File: src/rtl/serial_sub_pkg.sv
// Shared definitions for the bit-serial subtractor: FSM states, default
// width, count-width helper and the half-subtractor cell.
package serial_sub_pkg;

    typedef enum logic [1:0] {
        IDLE  = 2'd0,
        SHIFT = 2'd1,
        DONE  = 2'd2
    } state_t;

    localparam int DEFAULT_WIDTH = 8;

    // Result of one half-subtractor cell: difference and borrow.
    typedef struct packed {
        logic d;
        logic b;
    } hs_t;

    // Bits needed for a counter that runs 0..w-1.
    function automatic int count_width(input int w);
        return $clog2(w);
    endfunction

    // Half-subtractor cell: x - y.
    function automatic hs_t half_sub(input logic x, input logic y);
        hs_t r;
        r.d = x ^ y;
        r.b = ~x & y;
        return r;
    endfunction

endpackage

File: src/rtl/full_subtractor_bit.sv
// One full-subtractor stage (x - y - bin) built from two half-subtractor
// cells; their borrows are ORed to form the stage borrow.
module full_subtractor_bit
    import serial_sub_pkg::*;
(
    input  logic x,
    input  logic y,
    input  logic bin,
    output logic d,
    output logic bout
);

    hs_t hs_xy;
    hs_t hs_bin;

    // First cell subtracts the operands, second cell subtracts the borrow-in.
    always_comb begin
        hs_xy  = half_sub(x, y);
        hs_bin = half_sub(hs_xy.d, bin);
        d      = hs_bin.d;
        bout   = hs_xy.b | hs_bin.b;
    end

endmodule

File: src/rtl/serial_subtractor.sv
// Bit-serial unsigned subtractor: A - B, one bit per clock, LSB first,
// valid/ready handshakes on both sides.
// Optional macro SERIAL_SUB_SATURATE_EN: clamp diff to 0 when the final
// borrow is set (borrow_out still reports 1).
module serial_subtractor
    import serial_sub_pkg::*;
#(
    parameter int WIDTH = DEFAULT_WIDTH
)
(
    input  logic             clk,
    input  logic             rst,
    input  logic             in_valid,
    output logic             in_ready,
    input  logic [WIDTH-1:0] a,
    input  logic [WIDTH-1:0] b,
    output logic             out_valid,
    input  logic             out_ready,
    output logic [WIDTH-1:0] diff,
    output logic             borrow_out,
    output logic             busy
);

    localparam int            CW   = count_width(WIDTH);
    localparam logic [CW-1:0] LAST = CW'(WIDTH - 1);

    state_t           state;
    logic [WIDTH-1:0] a_sr;
    logic [WIDTH-1:0] b_sr;
    // Holds the WIDTH-1 difference bits produced so far; the final bit is
    // combined straight into the result on the last shift edge.
    logic [WIDTH-2:0] d_sr;
    logic             borrow;
    logic [CW-1:0]    count;

    logic             bit_d;
    logic             bit_bout;
    logic [WIDTH-1:0] d_next;
    logic [WIDTH-1:0] result;

    full_subtractor_bit u_fs (
        .x    (a_sr[0]),
        .y    (b_sr[0]),
        .bin  (borrow),
        .d    (bit_d),
        .bout (bit_bout)
    );

    assign d_next = {bit_d, d_sr};

`ifdef SERIAL_SUB_SATURATE_EN
    assign result = bit_bout ? '0 : d_next;
`else
    assign result = d_next;
`endif

    // FSM, datapath shift registers and registered handshake outputs.
    always_ff @(posedge clk or posedge rst) begin
        if (rst) begin
            state      <= IDLE;
            a_sr       <= '0;
            b_sr       <= '0;
            d_sr       <= '0;
            borrow     <= 1'b0;
            count      <= '0;
            in_ready   <= 1'b1;
            out_valid  <= 1'b0;
            diff       <= '0;
            borrow_out <= 1'b0;
            busy       <= 1'b0;
        end else begin
            case (state)
                IDLE: begin
                    if (in_valid) begin
                        a_sr     <= a;
                        b_sr     <= b;
                        borrow   <= 1'b0;
                        count    <= '0;
                        in_ready <= 1'b0;
                        busy     <= 1'b1;
                        state    <= SHIFT;
                    end
                end
                SHIFT: begin
                    a_sr   <= a_sr >> 1;
                    b_sr   <= b_sr >> 1;
                    d_sr   <= d_next[WIDTH-1:1];
                    borrow <= bit_bout;
                    count  <= count + 1'b1;
                    if (count == LAST) begin
                        diff       <= result;
                        borrow_out <= bit_bout;
                        out_valid  <= 1'b1;
                        state      <= DONE;
                    end
                end
                DONE: begin
                    // diff/borrow_out are frozen here until the consumer takes them.
                    if (out_ready) begin
                        out_valid <= 1'b0;
                        in_ready  <= 1'b1;
                        busy      <= 1'b0;
                        state     <= IDLE;
                    end
                end
                default: begin
                    state     <= IDLE;
                    in_ready  <= 1'b1;
                    out_valid <= 1'b0;
                    busy      <= 1'b0;
                end
            endcase
        end
    end

endmodule

File: config.mk
export PLATFORM = sky130hd
export DESIGN_NAME = serial_subtractor
export DESIGN_NICKNAME = d
export VERILOG_FILES = /design/src/rtl/serial_sub_pkg.sv /design/src/rtl/full_subtractor_bit.sv /design/src/rtl/serial_subtractor.sv
export SDC_FILE = /design/constraint.sdc
export NUM_CORES = 1
export LEC_CHECK = 0
export BUFFER_PORTS_ARGS = -buffer_cell sky130_fd_sc_hd__buf_2
export CELL_PAD_IN_SITES_DETAIL_PLACEMENT = 1
export CELL_PAD_IN_SITES_GLOBAL_PLACEMENT = 2
export CORE_UTILIZATION = 36
export DETAILED_ROUTE_END_ITERATION = 16
export GPL_ROUTABILITY_DRIVEN = 0
export PLACE_DENSITY_LB_ADDON = 0.05
export SETUP_SLACK_MARGIN = 0.4
export SYNTH_ARGS = -nofsm -noshare
export SYNTH_HDL_FRONTEND = slang
export SYNTH_SLANG_ARGS = --single-unit
File: constraint.sdc
create_clock -name clk -period 1.92 [get_ports clk]
set_input_delay 0.576 -clock clk [delete_from_list [all_inputs] [get_ports clk]]
set_output_delay 0.576 -clock clk [all_outputs]
set_load 0.03 [all_outputs]
==> results.md, run 1 <==
GRT:
- The total grt overflow is 0.
- Global routing used about 18% of the available tracks.
- The number of antenna violations at the first check in global routing is 0.
- Entering global routing, the biggest net connects 23 pins.
- The number of global-route vias before repair was ~1,400.
- The wire length of the first global-routing pass is 7110 um.

Worst setup path:
- Among cell families on the critical path, the largest total delay comes from flip-flops.
- Of all nets on the critical path, the largest fanout is 2.
- STA classifies the critical path endpoint as a primary output.
- The signal on the critical path passes through buf_6.
- The worst setup path is launched from a flip-flop.
- The largest individual stage delay along the critical path comes from the cell sky130_fd_sc_hd__dfstp_2.
- Counting both buffers and inverters, the worst setup path holds a total of 1.
- Data on the critical path arrives at its endpoint at roughly 950 ps.
- The number of cells traversed by the worst register-to-register path is 8.
- The critical path depth in cells is 1.
- The classification of the worst setup path is reg2out.
- The data required time of the worst path is around 1300 ps.
- The maximum single-stage delay on the critical path is around 540 ps.

Routing:
- The final routed wirelength across all metal layers is slightly above 4000 um.
- The number of iterations in the first detailed-routing pass is 4.
- The routed length on met3 is between 100 and 150 um.
- The met2 wire length is ~2200 um.
- The routed layout has approximately 1,300 vias.
- After the first detailed-routing iteration, the DRC count stood at 44.
- After detailed routing, the average wire length per cell comes to around 16 um.
- In the routed layout, each cell is associated on average with a via count of 5.01.
- The met1 layer wirelength in the final routing is 1780 um.
- The remaining antenna violation count is 0.
- The count of unresolved DRC violations after routing is 0.
- After detailed routing, no signal wire sits above met4.

Die:
- The floorplan has 25 rows.
- The count of pins on the block boundary is 32.
- The die span in y is between 70 and 80 um.
- The initial core utilization is a little under two fifths.
- The total area inside the core boundary comes to between 4000 and 5000 um2.
- The overall die area is just over 5000 um2.
- The die is approximately 70 um wide.

Synthesis:
- After synthesis, the share of flip-flops with an asynchronous set or reset is 100%.
- The top cell type by area accounts for about 57% of the synthesized area.
- Summing the areas of all compound-gate instances in the mapped netlist gives between 10% and 20% of the synthesized area.
- The multiplexer fraction of the synthesized cell area is 9.55%.
- After Yosys synthesis, full adders, half adders and majority gates account for 2.55% of the synthesized area.
- The cell area that synthesis handed to floorplanning was ~1800 um2.
- In this run, synthesis inferred 0 flip-flops with an integrated enable.
- In this run the mean area of a mapped cell was 11.8 um2.
- Of the total synthesized cell area, the portion taken by AND, OR, NAND and NOR gates is between 10% and 20%.
- For this run, the leading register cell type out of synthesis is sky130_fd_sc_hd__dfrtp_1.
- The warning count from the yosys run is 0.
- By area, the combinational part of the netlist is dominated by compound AO/OA/AOI/OAI gates.
- Yosys attributes the largest share of cell area to sky130_fd_sc_hd__dfrtp_1, sky130_fd_sc_hd__mux2_2, sky130_fd_sc_hd__a221oi_1.
- Synthesis produced a netlist with a net count of between 150 and 200.
- After technology mapping, the gate count stands at 150.
- Sequential cells were found to cover between 50 and 60% of the synthesized design area.
- The xor/xnor share of the synthesized area is 0%.
- The library cell occupying the most area in the post-synthesis netlist is sky130_fd_sc_hd__dfrtp_1.
- In this run, distinct cell masters in the synthesized netlist total 28.
- The post-synthesis register bit count is 41.

Finish:
- The layout overhead on the synthesized area is 27.4%.
- In the final design database the tool counted approximately 220 nets.
- The library cells used most frequently in the layout, excluding fill and tap cells, are sky130_fd_sc_hd__dfrtp_1, sky130_fd_sc_hd__buf_2, sky130_fd_sc_hd__inv_1.
- The library cell used most frequently in the layout, excluding fill and tap cells, is sky130_fd_sc_hd__dfrtp_1.
- The post-route netlist has between 40% and 50% of its cells at a drive strength greater than 1.
- The filler cells instantiated in the layout total roughly 500.
- The storage element area is 1030 um2.
- 0 antenna diodes ended up in the layout.
- Summing all multi-input logic gate instances after layout gives about 700 um2.

STA:
- The worst path in the final design needs a cycle of about 1500 ps, including I/O delays and setup.
- The slew at the pin closest to its max-slew limit is between 500 and 600 ps.
- The highest achievable clock rate is 0.655 GHz.
- The worst max-slew margin expressed relative to the limit is between 60% and 70%.
- Setup violations remaining at the end of the flow were counted as 0.
- The number of slew-limit violations in the final report is 0.
- Setup repair after global routing could not meet its margin everywhere.
- Summed over all failing endpoints, the final setup total negative slack is 0 ps.
- The setup clock skew after layout is between 10 and 15 ps.
- The final critical path takes up about 79% of the cycle.
- The number of hold violations in the final report was 0.

Clocking:
- The clock latency of the later-clocked register in the worst-skew pair is 290 ps.
- The H-tree depth is 2.
- Counting every sink on the clock net gives 41.
- The tree is rooted in a sky130_fd_sc_hd__clkbuf_8.
- Clock-pin slew was measured on the worst setup and hold paths at about 80 ps.
- The number of CTS-inserted buffers is 5.
- TritonCTS built the clock tree.
- After clock tree synthesis, the flow added hold-fix buffers numbering 0.
- The clock tree buffer depth is 2.

Run:
- The number of maximum-capacitance violations is 0.

Power:
- The design draws ~4.0 mW.
- The total power density per cell area is 1750 nW/um2.
- The maximum vdd ir drop is 0.522 mV.
- In this run the static leakage power is 1.06 nW.

Placed design:
- The placed wire-length estimate after detailed placement is about 2900 um.
- During placement, the flow inserted port buffers numbering 31.

Hold path:
- The worst hold-check path type is in2async.

Run status:
- The flow ran to the end, and the final reports show no timing, DRC or antenna violations.
-- cells by family (layout without fill, tap and decap cells) --
| logic type | after synthesis | after routing |
|---|---|---|
| flops | 41 | 41 |
| fa+ha+maj | 3 | 3 |
| buf+inv | 21 | 65 |
| compound gates | 35 | 35 |
| mux | 15 | 15 |
| simple gates | 35 | 35 |
-- worst reg2reg max path: cells and delay by family (launching register included) --
kind            cells  cell delay, ps
flops               1             370
buf+inv             3             430
fa+ha+maj           2             320
compound gates      1              70
simple gates        2             170
-- per-layer routing --
layer | track usage (%) | up-vias
li1 | - | 613
met1 | 21.8 | 664
met2 | 32.0 | 24
met3 | 4.17 | 7
met4 | 5.88 | 0
met5 | 0 | -
-- per-stage QoR --
stage | setup WS [ps] | hold WS (ps) | utilization (%) | cells | area [um2]
floorplan | 433 | 468 | - | 150 | 1780
global placement | 232 | 461 | 43.1 | 248 | 2040
detailed placement | 160 | 472 | 43.1 | 248 | 2040
CTS | 374 | 292 | 46.2 | 258 | 2180
global route | 355 | 312 | 47.7 | 261 | 2250
finish | 394 | 289 | 47.7 | 261 | 2250
-- report_power, final --
part           switching, mW  internal (mW)  total, mW
Sequential             0.250           1.29       1.54
Clock                  0.297          0.424      0.721
Combinational          0.885          0.808       1.69
-- state kept, by name, indices dropped and copies added (netlist names) --
| register | flops |
|---|---|
| a_sr | 8 |
| in_ready | 1 |
| busy | 1 |
| count | 3 |
| state | 2 |
| borrow_out | 1 |
| diff | 8 |
| borrow | 1 |
| out_valid | 1 |
| b_sr | 8 |
| d_sr | 7 |
-- worst paths after layout --
| kind | end | slack, ps | from |
|---|---|---|---|
| setup / recovery | in_ready | 390 | in_ready |
| hold reg to reg | out_valid | 480 | out_valid |
| setup reg to reg | borrow_out | 430 | count[0] |
| hold / removal | a_sr[0] | 290 | rst |
| min in group clk | out_valid | 480 | out_valid |
| max in group asynchronous | in_ready | 1100 | rst |
-- synthesized netlist by cell type (2+ instances only) --
library cell                n
sky130_fd_sc_hd__a21oi_1    8
sky130_fd_sc_hd__nor3b_1    6
sky130_fd_sc_hd__o22ai_1    2
sky130_fd_sc_hd__nor2_1     9
sky130_fd_sc_hd__nand2_1    7
sky130_fd_sc_hd__ha_1       2
sky130_fd_sc_hd__buf_2      5
sky130_fd_sc_hd__a22o_1     2
sky130_fd_sc_hd__mux2_2    15
sky130_fd_sc_hd__nand3b_1   3
sky130_fd_sc_hd__o221a_2    2
sky130_fd_sc_hd__inv_1     13
sky130_fd_sc_hd__dfrtp_1   40
sky130_fd_sc_hd__nor3_1     6
sky130_fd_sc_hd__o22a_1     6
sky130_fd_sc_hd__o21ai_0    7
sky130_fd_sc_hd__a221oi_1   6
-- what timing repair did --
item                       CTS  global route
buffers inserted             2             3
pin swaps                    0             1
setup endpoints to repair   26            12
resized for setup            6            12
hold endpoints to repair     0             0
-- layout make-up --
| type | count | share of cell area, % |
|---|---|---|
| clock inverters | 1 | 1.33 |
| multi-input cells | 88 | 30.9 |
| clock buffers | 7 | 3.83 |
| repair buffers | 43 | 12.0 |
| inverters | 14 | 2.55 |
| well taps | 67 | 3.72 |
| flip-flops and latches | 41 | 45.6 |
Note: power is estimated with default switching activity, not from simulation.
==> inputs of run 2 (changes only) <==
--- a/config.mk
+++ b/config.mk
@@ -5,10 +5,11 @@
 export SDC_FILE = /design/constraint.sdc
 export NUM_CORES = 1
 export LEC_CHECK = 0
+export ABC_AREA = 1
 export BUFFER_PORTS_ARGS = -buffer_cell sky130_fd_sc_hd__buf_2
 export CELL_PAD_IN_SITES_DETAIL_PLACEMENT = 1
 export CELL_PAD_IN_SITES_GLOBAL_PLACEMENT = 2
-export CORE_UTILIZATION = 36
+export CORE_UTILIZATION = 33
 export DETAILED_ROUTE_END_ITERATION = 16
 export GPL_ROUTABILITY_DRIVEN = 0
 export PLACE_DENSITY_LB_ADDON = 0.05
==> constraint.sdc (replaced) <==
create_clock -name clk -period 1.52 [get_ports clk]
set_input_delay 0.456 -clock clk [delete_from_list [all_inputs] [get_ports clk]]
set_output_delay 0.456 -clock clk [all_outputs]
set_load 0.03 [all_outputs]
==> results.md, run 2 <==
Worst setup path:
- The data required time of the worst path is 1060 ps (-280 ps).
- The worst setup path is captured at a primary output.
- The cell at the slowest stage of the critical path is sky130_fd_sc_hd__dfstp_2.
- The classification of the worst setup path is reg2out.
- The combined buffer and inverter count along the critical path is 1 (unchanged).
- Broken down by cell family, the worst path's largest delay share belongs to flip-flops.
- The maximum single-stage delay on the critical path is 540 ps (about the same).
- The critical path goes through buf_6.
- The critical path data arrival time is 960 ps (about the same).
- The startpoint type of the worst setup path is a flip-flop.
- The maximum fanout along the worst path is 2 (unchanged).

Placed design:
- The cell total after placement was 297 (+20%).
- The placed wire-length estimate after detailed placement came to 3020 um (+4.2%).
- The count of buffers inserted at the top-level ports is 31 (unchanged).

STA:
- The highest achievable clock rate is 0.707 GHz.
- The summed negative setup slack over all endpoints was 0 ps (unchanged).
- The number of slew-limit violations in the final report was 0 (unchanged).
- The clock period could shrink to between 1000 and 1500 ps.
- Setup repair after global routing could not meet its margin everywhere.
- The setup clock skew after layout is 4.55 ps (-7.44 ps).
- The worst max-slew margin expressed relative to the limit came to 78.9% (+15 points).
- The slew at the pin closest to its max-slew limit came to 315 ps (-231 ps).
- The final number of setup-violating endpoints is 0 (unchanged).
- The worst path uses 93.0% of the clock period.
- The number of hold violations in the final report came to 0 (unchanged).
- The final worst hold slack is 200 ps (-88.4 ps).

Routing:
- The DRC marker count from the first detailed-route iteration was 37 (-16%).
- The total number of vias is 1,607 (+23%).
- The routed via count divided by cell count was 4.91 (-1.9%).
- The final routed wirelength across all metal layers is 4930 um (+19%).
- The number of iterations in the first detailed-routing pass is 4 (unchanged).
- The count of unresolved DRC violations after routing is 0 (unchanged).
- The post-detailed-route wirelength per cell is 15.1 um (-5.2%).
- The remaining antenna violation count was 0 (unchanged).

Synthesis:
- Yosys attributes the largest share of cell area to sky130_fd_sc_hd__dfrtp_1, sky130_fd_sc_hd__nand2_1, sky130_fd_sc_hd__nand3_1.
- The post-synthesis instance area came to 1780 um2 (+0.50%).
- After synthesis, the most frequently instantiated cells are sky130_fd_sc_hd__nand2_1, sky130_fd_sc_hd__nand3_1, sky130_fd_sc_hd__dfrtp_1.
- The count of mapped cells out of synthesis is 197 (+31%).
- The most common cell in the synthesized netlist is sky130_fd_sc_hd__nand2_1.
- The proportion of synthesized flip-flops having asynchronous set or reset is 100% (unchanged).
- The number of distinct library cells after synthesis is 21 (-25%).
- The fraction of synthesized cell area taken by the top area cell type is 56.3% (-0.28 points).
- The fraction of the yosys area taken by sequential cells was 57.8% (-0.29 points).
- The warning count from the yosys run is 0 (unchanged).
- The post-synthesis average cell area was 9.03 um2 (-23%).
- The number of enable-type register cells in the synthesized netlist was 0 (unchanged).
- The most used flip-flop cell after synthesis is sky130_fd_sc_hd__dfrtp_1.
- The post-synthesis register bit count came to 41 (unchanged).
- The library cell occupying the most area in the post-synthesis netlist is sky130_fd_sc_hd__dfrtp_1.
- The synthesized netlist net count is 220 (+27%).

Finish:
- The area used by multi-input combinational logic is 933 um2 (+34%).
- In the layout the commonest cells are sky130_fd_sc_hd__nand2_1, sky130_fd_sc_hd__dfrtp_1, sky130_fd_sc_hd__nand3_1.
- The fraction of final layout cells sized beyond drive strength 1 is 48.6% (+8.4 points).
- The commonest non-fill, non-tap cell in the layout is sky130_fd_sc_hd__nand2_1.
- From synthesis to final layout, the design area changed by 55.0%.
- The number of antenna diodes is 0 (unchanged).
- The largest registers in the layout are a_sr: 8 flops, b_sr: 8 flops, diff: 8 flops.
- The final net count is 279 (+29%).
- The storage element area came to 1030 um2 (unchanged).
- The final cell count without fillers is 327 (+25%).
- The final-layout fill cell count was 609 (+21%).
- The utilization after layout is 53.6% (+5.9 points).

GRT:
- The total grt overflow is 0 (unchanged).
- The global routing met1 resource utilization came to 22.3% (+0.58 points).
- The met3 global-route usage is 3.57% (-0.60 points).
- The number of antenna violations at the first check in global routing is 0 (unchanged).
- The busiest layer in global routing is met2.
- The global-route track usage on met2 came to 33.4% (+1.4 points).
- The pin count of the biggest net entering global routing came to 42 (+83%).
- The total routing resource utilization after global routing is 18.4% (+0.33 points).
- The number of global-route vias before repair is 1,651 (+15%).
- The wire length of the first global-routing pass is 7720 um (+8.6%).

Clocking:
- The clock latency of the later-clocked register in the worst-skew pair came to 290 ps (about the same).
- TritonCTS built the clock tree.
- The H-tree depth is 2 (unchanged).
- The tree is rooted in a sky130_fd_sc_hd__clkbuf_8.
- The number of hold buffers added after CTS is 0 (unchanged).
- The number of CTS-inserted buffers came to 5 (unchanged).
- The clock-pin slew on the worst setup and hold paths was 80 ps (about the same).
- The sink count of the clock tree is 41 (unchanged).
- The clock tree buffer depth is 2 (unchanged).

Power:
- The maximum vdd ir drop is 0.687 mV (+31%).
- The leakage power figure was 1.44 nW (+35%).
- The total power density per cell area came to 2100 nW/um2 (+20%).

Hold path:
- The worst hold-check path type is in2async.

Die:
- The number of standard-cell rows in the floorplan is 26 (+4.0%).
- The initial core utilization came to 34.6% (-2.9 points).
- The core box area came to 5140 um2 (+8.8%).
- The die boundary width was 75.4 um (+4.6%).
- The die span in y is 75.4 um (+4.6%).
- The count of pins on the block boundary came to 32 (unchanged).
- The overall die area was 5690 um2 (+9.3%).

Run status:
- The flow ran to the end, and the final reports show no timing, DRC or antenna violations.

Run:
- The number of maximum-capacitance violations was 0 (unchanged).
[run 2: repair_timing]
item                       CTS  global route
pin swaps                   17            24
buffers inserted            12             7
setup endpoints to repair   52            47
gates resized for setup     38            72
cloned                       1             2
[run 2: final cells by class]
class,instances,area share (%)
Timing Repair Buffer,59,19.1
Inverter,11,2.27
Clock buffer,7,3.13
Clock inverter,1,1.09
Multi-Input combinational cell,138,33.9
Sequential cell,41,37.3
Tap cell,70,3.18
[run 2: final timing paths]
path | slack, ps | start | endpoint | depth (start not counted)
worst max register to register | 320 | count[1] | diff[6] | 6
worst min register to register | 480 | d_sr[0] | diff[0] | 2
max in group asynchronous | 1070 | rst | in_ready | 3
worst min-delay path | 200 | rst | b_sr[7] | 3
worst max-delay path | 110 | in_ready | in_ready | 1
min in group clk | 360 | a[7] | a_sr[7] | 3
[run 2: where the power goes]
| group | total, mW | internal, mW | switching, mW | leakage (nW) |
|---|---|---|---|---|
| logic | 2.92 | 1.38 | 1.53 | 0.856 |
| clock network | 0.912 | 0.536 | 0.376 | 0.0585 |
| registers | 1.96 | 1.56 | 0.401 | 0.522 |
| total | 5.78 | 3.48 | 2.31 | 1.44 |
[run 2: per-layer routing]
layer | routed length (um) | part of all wire [%]
met3 | 144 | 2.9
met2 | 2730 | 55
met4 | 43 | 0.87
met1 | 2010 | 41
met5 | 0 | 0
[run 2: kinds of logic after synthesis]
| logic type | synth area share (%) |
|---|---|
| fa+ha+maj | 2.53 |
| simple gates | 31.3 |
| buf+inv | 5.98 |
| flops | 57.8 |
| compound gates | 2.39 |
[run 2: stage by stage]
step	instance area, um2	worst slack, ps	total power, mW
after global placement	2040	199	3.49
after detailed placement	2040	176	3.54
after global routing	2760	77.6	6.17
final	2760	106	5.78
after CTS	2380	93.3	4.96
after floorplan	1790	413	3.04
